File: config.mk
export PLATFORM = sky130hd
export DESIGN_NAME = up_counter_5bit
export DESIGN_NICKNAME = d
export VERILOG_FILES = /design/src/rtl/up_counter_5bit_pkg.sv /design/src/rtl/up_counter_incr.sv /design/src/rtl/up_counter_5bit.sv
export SDC_FILE = /design/constraint.sdc
export NUM_CORES = 1
export LEC_CHECK = 0
export ABC_CLOCK_PERIOD_IN_PS = 1500
export CAP_MARGIN = 0
export CORE_AREA = 2 2 39 41
export DETAILED_ROUTE_END_ITERATION = 7
export DIE_AREA = 0 0 41 43
export HOLD_SLACK_MARGIN = 0.12
export SYNTH_ARGS = -nofsm -noshare
export SYNTH_HDL_FRONTEND = slang
export SYNTH_HIERARCHICAL = 1
export SYNTH_SLANG_ARGS = --single-unit
File: constraint.sdc
create_clock -name clk -period 1.5 [get_ports clk]
set_input_delay 0.375 -clock clk [delete_from_list [all_inputs] [get_ports clk]]
set_output_delay 0.375 -clock clk [all_outputs]
set_load 0.02 [all_outputs]
File: src/rtl/up_counter_5bit_pkg.sv
// ============================================================================
// Module      : up_counter_5bit_pkg
// Description : Shared width, terminal count and count type for the counter.
// Revision    : 1.0 - initial release
// ============================================================================
`default_nettype none

package up_counter_5bit_pkg;

  localparam int COUNT_WIDTH = 5;
  localparam int COUNT_MAX   = (1 << COUNT_WIDTH) - 1;

  typedef logic [COUNT_WIDTH-1:0] count_t;

endpackage : up_counter_5bit_pkg

`default_nettype wire

File: src/rtl/up_counter_incr.sv
// ============================================================================
// Module      : up_counter_incr
// Description : Combinational WIDTH-bit +1 incrementer as a half-adder ripple.
// Revision    : 1.0 - initial release
// ============================================================================
`default_nettype none

module up_counter_incr
  import up_counter_5bit_pkg::*;
#(
  parameter int WIDTH = COUNT_WIDTH
) (
  input  logic [WIDTH-1:0] a,
  output logic [WIDTH-1:0] sum
);

  // Carry into bit 0 is the constant +1; the carry out of the MSB is never
  // built, so the result wraps modulo 2^WIDTH.
  logic [WIDTH-1:0] w_carry;

  assign w_carry[0] = 1'b1;

  for (genvar i = 0; i < WIDTH; i++) begin : g_bit
    assign sum[i] = a[i] ^ w_carry[i];
    if (i < WIDTH - 1) begin : g_carry
      assign w_carry[i+1] = a[i] & w_carry[i];
    end
  end

endmodule : up_counter_incr

`default_nettype wire

File: src/rtl/up_counter_5bit.sv
// ============================================================================
// Module      : up_counter_5bit
// Description : Free-running WIDTH-bit up-counter with async active-low clear.
// Revision    : 1.0 - initial release
// ============================================================================
`default_nettype none

module up_counter_5bit
  import up_counter_5bit_pkg::*;
#(
  parameter int WIDTH = COUNT_WIDTH
) (
  output logic [WIDTH-1:0] out,
  input  logic             clk,
  input  logic             reset
);

  logic [WIDTH-1:0] r_count;
  logic [WIDTH-1:0] w_incr;

  up_counter_incr #(
    .WIDTH (WIDTH)
  ) u_incr (
    .a   (r_count),
    .sum (w_incr)
  );

  always_ff @(posedge clk or negedge reset) begin
    if (!reset) begin
      r_count <= '0;
    end else begin
      r_count <= w_incr;
    end
  end

  assign out = r_count;

endmodule : up_counter_5bit

`default_nettype wire

==> impl_metrics.xml <==
<?xml version="1.0" encoding="UTF-8"?>
<metrics>
  <group name="run_status">
    <metric name="status" unit="">finished clean</metric>
  </group>
  <group name="clock_network">
    <metric name="clock_tree.buffer_depth" unit="">2</metric>
    <metric name="cts_setup_buffers" unit="">0</metric>
    <metric name="cts_hold_repair.buffers" unit="">0</metric>
    <metric name="cts_max_level" unit="">1</metric>
    <metric name="clkTransAtPathRegs" unit="ns">0.04</metric>
    <metric name="post_cts.resized_instances" unit="">5</metric>
    <metric name="ctsRootBufferMaster" unit="">sky130_fd_sc_hd__clkbuf_4</metric>
    <metric name="clock_sink_count" unit="">5</metric>
    <metric name="clkLatencyLatePin" unit="ns">0.24</metric>
    <metric name="clock_tree_from_tritoncts" unit="">done</metric>
    <metric name="cts_buffers" unit="">3</metric>
  </group>
  <group name="critical_path">
    <metric name="timing.rr.start" unit="">out[0]</metric>
    <metric name="critical_path.startpoint" unit="">out[0]</metric>
    <metric name="crit_chain" unit="">dlygate4sd2_1</metric>
    <metric name="reg2reg_slack" unit="ns">0.27</metric>
    <metric name="critPathBufInv" unit="">1</metric>
    <metric name="crit_path_start_kind" unit="">flop</metric>
    <metric name="slowest_stage_cell_crit_path" unit="">sky130_fd_sc_hd__dfrtp_1</metric>
    <metric name="cp_slowest_stage_delay" unit="ns">0.39</metric>
    <metric name="logic_depth_of_the_worst_setup_path_including_buffers" unit="">1</metric>
    <metric name="setup.worst_path.end_class" unit="">primary output</metric>
    <metric name="critPathKind" unit="">flop to primary output</metric>
    <metric name="worstPathRequired" unit="ns">1.12</metric>
    <metric name="critical_path_peak_fanout" unit="">3</metric>
    <metric name="crit_family" unit="">flip-flops</metric>
    <metric name="arrival" unit="ns">0.96</metric>
    <metric name="rr_worst_depth" unit="">4</metric>
  </group>
  <group name="place">
    <metric name="gp_congestion" unit="">0.477</metric>
    <metric name="place_hpwl" unit="um">206</metric>
    <metric name="dp_slack" unit="ns">0.152</metric>
    <metric name="port_buffers" unit="">6</metric>
  </group>
  <group name="finish">
    <metric name="design.final.nets" unit="">26</metric>
    <metric name="filler_cell_count" unit="">152</metric>
    <metric name="num_antenna_cells" unit="">0</metric>
    <metric name="largest_reg_flops" unit="">5</metric>
    <metric name="syn_to_final_growth" unit="%">57.1</metric>
    <metric name="drive_above_1_share" unit="">0.150</metric>
  </group>
  <group name="global_route">
    <metric name="grt-ovfl-total" unit="">0</metric>
    <metric name="grt_antenna_before_repair" unit="">0</metric>
    <metric name="gr-usage-all-layers" unit="">0.0433</metric>
    <metric name="largest_net_degree_at_the_start_of_global_routing" unit="">6</metric>
    <metric name="wire_length_of_the_first_global_routing_pass" unit="um">379</metric>
    <metric name="first_global_vias" unit="">119</metric>
  </group>
  <group name="sta">
    <metric name="maxSlewViolCount" unit="">0</metric>
    <metric name="max_freq" unit="MHz">752</metric>
    <metric name="timing.setup.tns" unit="ns">0</metric>
    <metric name="layout_worst_path_cycle_share" unit="">0.887</metric>
    <metric name="count_of_final_setup_violators" unit="">0</metric>
    <metric name="max_slew.worst_pin.slew" unit="ns">0.217</metric>
    <metric name="fin_skew" unit="ns">0.000393</metric>
    <metric name="timing.max_slew.rel_slack" unit="">0.855</metric>
    <metric name="hold_viol_final" unit="">0</metric>
    <metric name="layout_min_cycle_time" unit="ns">1.33</metric>
    <metric name="timing.final.ws_setup" unit="ns">0.169</metric>
    <metric name="holdWs" unit="ns">0.354</metric>
    <metric name="setup_repair_after_global_routing_missed_its_margin" unit="">no</metric>
  </group>
  <group name="floorplanning">
    <metric name="io_pins" unit="">7</metric>
    <metric name="area_enclosed_by_the_die_boundary" unit="um^2">1760</metric>
    <metric name="fp.dieH" unit="um">43</metric>
    <metric name="row_count" unit="">14</metric>
    <metric name="initial_standard_cell_utilization_of_the_core" unit="">0.127</metric>
    <metric name="core_box_area" unit="um^2">1380</metric>
    <metric name="chipWidth" unit="um">41</metric>
  </group>
  <group name="synth">
    <metric name="syn_avg_cell_area" unit="um^2">17.5</metric>
    <metric name="synth.lib_cells_used.distinct" unit="">4</metric>
    <metric name="synthCells" unit="">10</metric>
    <metric name="synth-seq-area-share" unit="">0.714</metric>
    <metric name="synth_warnings" unit="">6</metric>
    <metric name="synth_seq_cells" unit="">5</metric>
    <metric name="synth_largest_type_area_fraction" unit="">0.714</metric>
    <metric name="synthesis.area" unit="um^2">175</metric>
    <metric name="mappedNetlistNets" unit="">15</metric>
    <metric name="synth_top_area_cell" unit="">sky130_fd_sc_hd__dfrtp_1</metric>
    <metric name="synth.area.top_cells" unit="">sky130_fd_sc_hd__dfrtp_1, sky130_fd_sc_hd__ha_1, sky130_fd_sc_hd__xor2_1</metric>
  </group>
  <group name="drt">
    <metric name="iteration_count_of_the_initial_detailed_routing_pass" unit="">2</metric>
    <metric name="drtIter0Drc" unit="">1</metric>
    <metric name="post_drt_via_cell_ratio" unit="">2.97</metric>
    <metric name="detail-route-antenna-nets" unit="">0</metric>
    <metric name="drt-wirelength-per-cell" unit="um">7.17</metric>
    <metric name="detailroute.via_count" unit="">107</metric>
    <metric name="route.detailed.drc" unit="">0</metric>
    <metric name="wl" unit="um">258</metric>
  </group>
  <group name="pwr">
    <metric name="totalPowerFinal" unit="uW">293</metric>
    <metric name="pwr_density_cell" unit="nW/um^2">1060</metric>
    <metric name="lkg_pwr" unit="nW">0.152</metric>
    <metric name="ir_drop" unit="mV">0.222</metric>
  </group>
  <group name="flow_run">
    <metric name="cap_viol_max_count" unit="">0</metric>
  </group>
  <group name="worst_hold_path">
    <metric name="min_path_type" unit="">primary input to async pin</metric>
  </group>
</metrics>
-- metal layers --
metal / vias up / wire length [um] / global-route usage
met1: 48 / 104 / 0.0259
met4: 0 / 0 / 0.0800
met3: 0 / 48 / 0.0471
met2: 7 / 105 / 0.0438
li1: 52 / - / -
met5: - / 0 / 0
-- path summary, 6_finish.rpt --
kind / endpoint
max in group asynchronous: out[4]
max: out[0]
min: out[2]
max reg2reg: out[4]
min reg2reg: out[0]
min in group clk: out[0]
-- worst register-to-register path: cells and delay by family, from the launching register on --
kind	cells	cell delay [ns]
adder cells (fa/ha/maj)	3	0.57
flip-flops	1	0.39
XOR/XNOR	1	0.16
-- power breakdown --
group	switching (mW)	total [mW]	internal, mW	leakage [nW]
logic	0.00233	0.00464	0.00232	0.0767
clock network	0.0525	0.153	0.100	0.0150
registers	0	0.135	0.135	0.0606
-- area by class of cell --
| class | instances | area (um^2) | area share |
|---|---|---|---|
| multi-input cells | 4 | 46.3 | 0.168 |
| well taps | 16 | 20.0 | 0.0727 |
| repair buffers | 6 | 53.8 | 0.195 |
| clock buffers | 4 | 26.3 | 0.0955 |
| inverters | 1 | 3.75 | 0.0136 |
| flip-flops and latches | 5 | 125 | 0.455 |
-- placed cells by master, fill, tap and decap left out --
cell | netlist | routed
sky130_fd_sc_hd__ha_1 | 3 | 3
sky130_fd_sc_hd__dfrtp_1 | 5 | 5
sky130_fd_sc_hd__xor2_1 | 1 | 1
sky130_fd_sc_hd__clkbuf_1 | 0 | 1
sky130_fd_sc_hd__inv_1 | 1 | 1
sky130_fd_sc_hd__clkdlybuf4s50_1 | 0 | 1
sky130_fd_sc_hd__clkbuf_4 | 0 | 3
sky130_fd_sc_hd__dlygate4sd2_1 | 0 | 5
-- synth_stat cells --
cell / n
sky130_fd_sc_hd__inv_1: 1
sky130_fd_sc_hd__xor2_1: 1
sky130_fd_sc_hd__ha_1: 3
sky130_fd_sc_hd__dfrtp_1: 5
-- stage by stage --
stage,instances,instance area (um^2),utilization
global route,36,275,0.199
CTS,36,275,0.199
floorplan,10,175,-
finish,36,275,0.199
detailed placement,32,255,0.184
global placement,32,255,0.184
-- cell families (layout without fill, tap and decap cells) --
kind of cell             count (synthesis)  count (layout)  synth area share
buffers and inverters                    1              11            0.0214
flip-flops                               5               5             0.714
XOR/XNOR                                 1               1            0.0500
adder cells (fa/ha/maj)                  3               3             0.214
(Power assumes the default switching activity.)
